==> config.mk <==
export PLATFORM = sky130hd
export DESIGN_NAME = afifo_rd_packer
export DESIGN_NICKNAME = d
export VERILOG_FILES = /design/src/rtl/afifo_rd_packer.sv
export SDC_FILE = /design/constraint.sdc
export NUM_CORES = 1
export LEC_CHECK = 0
export BUFFER_PORTS_ARGS = -buffer_cell sky130_fd_sc_hd__buf_2
export CAP_MARGIN = 20
export CORE_MARGIN = 8
export CORE_UTILIZATION = 30
export DETAILED_ROUTE_END_ITERATION = 7
export PLACE_DENSITY_LB_ADDON = 0.15
export SYNTH_ARGS = -nofsm -noshare
export SYNTH_HDL_FRONTEND = slang
export SYNTH_SLANG_ARGS = --single-unit
==> constraint.sdc <==
create_clock -name rd_clk -period 1.9 [get_ports rd_clk]
set_clock_uncertainty 0.05 [all_clocks]
set_input_delay 0.475 -clock rd_clk [delete_from_list [all_inputs] [get_ports rd_clk]]
set_output_delay 0.475 -clock rd_clk [all_outputs]
set_load 0.01 [all_outputs]
==> src/rtl/afifo_rd_packer.sv <==
// afifo_rd_packer: packs RATIO FIFO words into one wide valid/ready word with lane enables and flush.
// Rev 1.0
`default_nettype none

module afifo_rd_packer #(
  parameter int W       = 8,
  parameter int RATIO   = 4,
  parameter int RD_FAST = 1
) (
  input  logic                 rd_clk,
  input  logic                 rd_reset_n,
  input  logic                 fifo_empty,
  output logic                 fifo_rd_en,
  input  logic [W-1:0]         fifo_rd_data,
  input  logic                 flush,
  output logic                 out_valid,
  input  logic                 out_ready,
  output logic [W*RATIO-1:0]   out_data,
  output logic [RATIO-1:0]     out_be
);

  localparam int LCW = $clog2(RATIO) + 1;
  localparam int LIW = LCW - 1;
  localparam logic [LCW-1:0] c_FULL   = LCW'(RATIO);
  localparam logic [LCW:0]   c_FULL_X = (LCW+1)'(RATIO);

  typedef enum logic [0:0] {
    S_FILL  = 1'b0,
    S_FLUSH = 1'b1
  } state_t;

  state_t                    r_state;
  state_t                    w_state_nxt;
  logic                      r_run;
  logic                      r_pend;
  logic [LCW-1:0]            r_lane_cnt;
  logic [RATIO-1:0][W-1:0]   r_asm;
  logic                      r_out_valid;
  logic [W*RATIO-1:0]        r_out_data;
  logic [RATIO-1:0]          r_out_be;

  logic                      w_out_free;
  logic                      w_xfer;
  logic [LCW:0]              w_sum;
  logic                      w_partial;
  logic                      w_rd_en;
  logic                      w_cap;
  logic                      w_flush_load;
  logic [LIW-1:0]            w_wr_lane;
  logic [RATIO-1:0]          w_part_be;
  logic [W*RATIO-1:0]        w_part_data;

  assign w_out_free = !r_out_valid || out_ready;
  assign w_xfer     = (r_lane_cnt == c_FULL) && w_out_free;
  assign w_sum      = {1'b0, r_lane_cnt} + {{LCW{1'b0}}, r_pend};
  assign w_partial  = (w_sum != '0) && (w_sum < c_FULL_X);
  // Slow-read FIFOs deliver data the cycle after the pop, tracked by r_pend.
  assign w_cap      = (RD_FAST != 0) ? w_rd_en : r_pend;
  assign w_wr_lane  = w_xfer ? '0 : r_lane_cnt[LIW-1:0];

  generate
    for (genvar k = 0; k < RATIO; k++) begin : g_lane
      assign w_part_be[k]           = (r_lane_cnt > LCW'(k));
      assign w_part_data[k*W +: W]  = w_part_be[k] ? r_asm[k] : '0;
    end
  endgenerate

  always_comb begin
    w_state_nxt  = r_state;
    w_flush_load = 1'b0;
    w_rd_en      = 1'b0;
    case (r_state)
      S_FILL: begin
        w_rd_en = r_run && !flush && !fifo_empty && ((w_sum < c_FULL_X) || w_xfer);
        // Emit immediately when nothing is in flight; otherwise drain first.
        if (flush && w_partial) begin
          if (!r_pend && w_out_free) begin
            w_flush_load = 1'b1;
          end else begin
            w_state_nxt = S_FLUSH;
          end
        end
      end
      S_FLUSH: begin
        if (!r_pend && w_out_free) begin
          w_flush_load = 1'b1;
          w_state_nxt  = S_FILL;
        end
      end
      default: w_state_nxt = S_FILL;
    endcase
  end

  always_ff @(posedge rd_clk or negedge rd_reset_n) begin
    if (!rd_reset_n) begin
      r_state <= S_FILL;
    end else begin
      r_state <= w_state_nxt;
    end
  end

  always_ff @(posedge rd_clk or negedge rd_reset_n) begin
    if (!rd_reset_n) begin
      r_run       <= 1'b0;
      r_pend      <= 1'b0;
      r_lane_cnt  <= '0;
      r_asm       <= '0;
      r_out_valid <= 1'b0;
      r_out_data  <= '0;
      r_out_be    <= '0;
    end else begin
      r_run  <= 1'b1;
      r_pend <= (RD_FAST == 0) ? w_rd_en : 1'b0;

      if (w_cap) begin
        r_asm[w_wr_lane] <= fifo_rd_data;
      end

      if (w_xfer) begin
        r_lane_cnt <= w_cap ? LCW'(1) : '0;
      end else if (w_flush_load) begin
        r_lane_cnt <= '0;
      end else if (w_cap) begin
        r_lane_cnt <= r_lane_cnt + LCW'(1);
      end

      if (w_xfer) begin
        r_out_valid <= 1'b1;
        r_out_data  <= r_asm;
        r_out_be    <= '1;
      end else if (w_flush_load) begin
        r_out_valid <= 1'b1;
        r_out_data  <= w_part_data;
        r_out_be    <= w_part_be;
      end else if (out_ready) begin
        r_out_valid <= 1'b0;
      end
    end
  end

  assign fifo_rd_en = w_rd_en;
  assign out_valid  = r_out_valid;
  assign out_data   = r_out_data;
  assign out_be     = r_out_be;

endmodule

`default_nettype wire

# == After elaboration in Yosys (flattened, before gate mapping) ==
# Index checks and enable logic that the tools add are counted.
# word_totals
ff_bits,74
inputBits,13
output_inout_bits,38
elab_cells,62
# classes
addsub,1
n_lt_le_gt_ge,7
eq_ne,1
n_mux,26
bitwise,1
reduce_logical,16
# op_table
op,n
$mux W32,2
$mux W8,5
$bwmux W32,1
$demux W8 S2,1
$mux W1,9
$mux W3,3
$mux W4,2
$logic_and A1 B1 Y1,7
$gt A3 B1 Y1 const B,2
$gt A3 B2 Y1 const B,2
$reduce_bool A3 Y1,2
$pmux W1 S2,2
$reduce_bool A4 Y1,1
$add A3 B1 Y3 const B,1
$eq A3 B3 Y1 const B,1
$logic_not A1 Y1,3
$lt A2 B3 Y1 const B,1
$lt A3 B3 Y1 const B,1
$ge A2 B1 Y1 const B,1
$logic_or A1 B1 Y1,2
$mux W2,1
$reduce_bool A2 Y1,1
$not A1 Y1,1

# == Longest topological paths before layout ==
# depth
word_depth,9
mapped_depth,8
depth_no_buf,6

# == Worst setup path before layout ==
# OpenSTA, ideal clock, no wires.
# synth_path
path_type,flip-flop to flip-flop
from,reg r_lane_cnt[0]
to,"reg r_out_data[10], in the netlist out_data[10]"
setup_ns,0.121
arrival_ns,1.902
t_required_ns,1.729
setup_slack_ns,-0.173
stages_incl_launch_ff,9
n_path_buf,2
period_less_slack_ns,2.073
path_cell_list,dfrtp_1 inv_1 ha_1 nor3b_1 o21ai_2 and2_1 buf_2 buf_2 a22o_1
# synth_between
elab_chain_cells,6
word_cells_on_any_way,13
cone_classes,order compare: 2; eq/ne: 1; mux: 5; reduce/logical: 5
# synth_rtl
element,line,text
start: declaration,36,logic [LCW-1:0] r_lane_cnt;
start signal: assignment,120,r_lane_cnt <= w_cap ? LCW'(1) : '0;
start signal: assignment,124,r_lane_cnt <= r_lane_cnt + LCW'(1);
$lt A3 B3 Y1 / $reduce_bool A4 Y1 (equally long branches),56,assign w_partial = (w_sum != '0) && (w_sum < c_FULL_X);
$logic_and A1 B1 Y1,56,
$logic_and A1 B1 Y1,76,if (flush && w_partial) begin
$mux W1,76,
$pmux W1 S2,72,case (r_state)
$reduce_bool A2 Y1 (no line),-,
end signal: assignment,129,r_out_data <= r_asm;
end signal: assignment,133,r_out_data <= w_part_data;
end: declaration,39,logic [W*RATIO-1:0] r_out_data;
# Several ways; a longest one is shown, not always the timed one. The select of a mux whose other input is x is not followed.
# A chain may end at the register's enable or synchronous reset.

# == Worst setup path in the final report ==
# layout_path
from,reg r_state
to,out fifo_rd_en
# layout_between
elab_chain_cells,1
# layout_rtl
element,line,text
start: declaration,32,state_t r_state;
start signal: assignment,98,r_state <= w_state_nxt;
$mux W1,72,
end: declaration,13,"output logic fifo_rd_en,"
# Every way passes these cells.

==> metrics.cfg <==
[critical_path]
crit_fanout = 2
critPathSlowestCell = or4b_4
crit_path_max_incr_delay_ns = 0.52
start_kind = flip-flop
worstPathCellList = or4b_4, nor2_4, buf_6
crit_family = simple AND/OR/NAND/NOR gates
cp.arrival_ns = 1.48
critPathKind = reg -> out
endpoint_kind = output port
path_buf_inv = 1
required_ns = 1.37

[synth]
post-synth-top-area-fraction_pct = 62.82
ys_ff_latch = 74
seq_area_frac_synth_pct = 62.82
synth.distinct_cells = 31
synth_most_common_cell = dfrtp_1
synth.cells.most_frequent = 74 x dfrtp_1, 33 x mux2_2, 24 x a22o_1
ys_warn_count = 0
synth.area.top_cells = dfrtp_1 63%, mux2_2 13%, a22o_1 7.1%
syn_nets = 235
syn_area_sq_um = 2948
avgSynthCellArea_sq_um = 13.65
syn_inst = 216
async_flop_share_pct = 100.0
synth_edf_count = 0
ys.flop_type = dfrtp_1
synth_area_leader_cell = dfrtp_1

[clocking]
worstSkewPairLatency_ns = 0.35
clock-sinks = 74
numCtsBuffers = 9
hold_buffers = 0
htreeDepth = 3
clockBufferDepth = 2
clkSlewWorstSetupHoldPaths_ns = 0.08
tritoncts = built
root_buffer = clkbuf_8

[sta]
rsz0062_at_grt = true
fin_ws_ns = -0.1035
fin_hold_ws_ns = 0.07621
drv_slew = 0
finalCriticalPeriod_ns = 2.003
fmax_mhz = 499.1
setup_violations = 1
hold_violations = 0
fin_crit_sh_pct = 105.4

[pwr]
ir_worst_vdd_mv = 0.4763
p_leak_nw = 1.935
power_density_nw_per_um2 = 1576
power_mw = 6.253

[placement]
hpwl_mm = 5.070
gp_congestion = 0.7930
port_buffers = 50
place_area_sq_um = 3620

[die]
io_pins = 51
fp.coreArea_sq_um = 9639
die_y_microns = 115.1
row_count = 36
initial_core_util_pct = 30.58
dieWidth_microns = 115.1
die-area_sq_um = 13250

[final_layout]
drive_gt1_share_pct = 48.68
final_nets = 318
n_antenna_cell = 0
final_util_pct = 41.16
fin_area_sq_um = 3968
area_growth_pct = 34.59

[grt]
grt_usage_pct = 11.87
grt_start_max_net_pins = 75
antenna_found_initial = 0
grt_pass1_vias = 2136
overflow = 0
grt_first_pass_wirelength_mm = 11.87

[route]
wl_met2_mm = 3.367
via_per_inst = 4.568
ant_nets = 0
drt-initial-drc-count = 76
wl_met1_mm = 3.480
highest_layer = met4
routed_wl_mm = 7.261
drc = 0
wl_met3_microns = 308
routed-via-count = 1996
wire_per_inst_microns = 16.62
drt_pass1_iterations = 4

[job]
maxCapViolCount = 0

[outcome]
outcome = finished with violations
violations = setup timing

[min_path]
hold_path.class = in -> async

-- cell usage in the layout, fill, tap and decap left out, drive strengths merged --
master / n
a21o: 1
a21oi: 5
a22o: 24
and2: 1
and3: 1
buf: 80
bufinv: 2
clkbuf: 10
clkinv: 3
clkinvlp: 1
conb: 1
dfrtp: 74
ha: 6
inv: 4
mux2: 33
nand2: 15
nand2b: 1
nand3: 9
nor2: 10
nor2b: 1
nor3: 1
nor3b: 1
nor4b: 1
o211ai: 2
o21ai: 12
o2bb2ai: 1
o311a: 1
o31ai: 1
or4b: 1
xnor2: 1
-- cells by family after synthesis --
family | count (synthesis) | share of synthesized area, %
buf+inv | 12 | 1.698
simple gates | 42 | 7.768
mux | 33 | 12.61
other cells | 1 | 0.1272
compound gates | 47 | 12.14
xor+xnor | 1 | 0.2972
flops | 74 | 62.82
fa+ha+maj | 6 | 2.547
-- per-stage QoR --
stage	setup TNS, ns	instances	worst slack (ns)
final	-0.1035	437	-0.1035
after global routing	-0.2155	437	-0.1551
after CTS	-0.2416	436	-0.1222
after detailed placement	-8.851	417	-0.2155
after global placement	-10.94	417	-0.2366
after floorplan	-0.4975	216	-0.06219
-- state kept, by name, indices dropped and copies added, names as in the netlist --
name and flops:
r_run 1, r_state 1, r_asm 32, out_be 4, out_valid 1, out_data 32, r_lane_cnt 3
-- metal layers --
metal / up-vias / global-route usage [%]
met3: 7 / 3.729
met2: 33 / 18.04
li1: 949 / -
met1: 1007 / 15.46
met4: 0 / 4.466
met5: - / 0
-- cell type report --
class / instances / area [sq um]
Fill cell: 967 / 5672
Sequential cell: 74 / 1852
Multi-Input combinational cell: 130 / 1131
Timing Repair Buffer: 80 / 575.6
Tap cell: 133 / 166.4
Clock buffer: 10 / 137.6
Clock inverter: 6 / 90.09
Inverter: 4 / 15.01
-- path summary, 6_finish.rpt --
kind	start	end	slack, ns	depth (start not counted)
max	r_state	fifo_rd_en	-0.10	3
min	rd_reset_n	r_run	0.08	2
max reg2reg	r_state	r_asm[22]	0.02	5
min reg2reg	out_be[3]	out_be[3]	0.42	1
max in group asynchronous	rd_reset_n	out_data[8]	1.41	2
min in group rd_clk	fifo_rd_data[6]	r_asm[14]	0.37	2
-- power by group --
part / leakage (nW) / total [mW] / switching [mW] / internal, mW
logic: 0.856 / 2.42 / 1.24 / 1.18
registers: 0.967 / 2.45 / 0.303 / 2.15
clock network: 0.112 / 1.38 / 0.604 / 0.777
-- worst reg2reg max path: stages, from the launching register on --
cell,delay (ns)
dfrtp_1,0.39
or4b_4,0.52
buf_4,0.18
nor3_4,0.14
buf_12,0.15
mux2_2,0.33
-- timing repair --
action | CTS | global route
pin swaps | 3 | 2
setup buffers | 3 | 1
resized for setup | 11 | 6
setup endpoints to repair | 43 | 39
(Power assumes the default switching activity.)
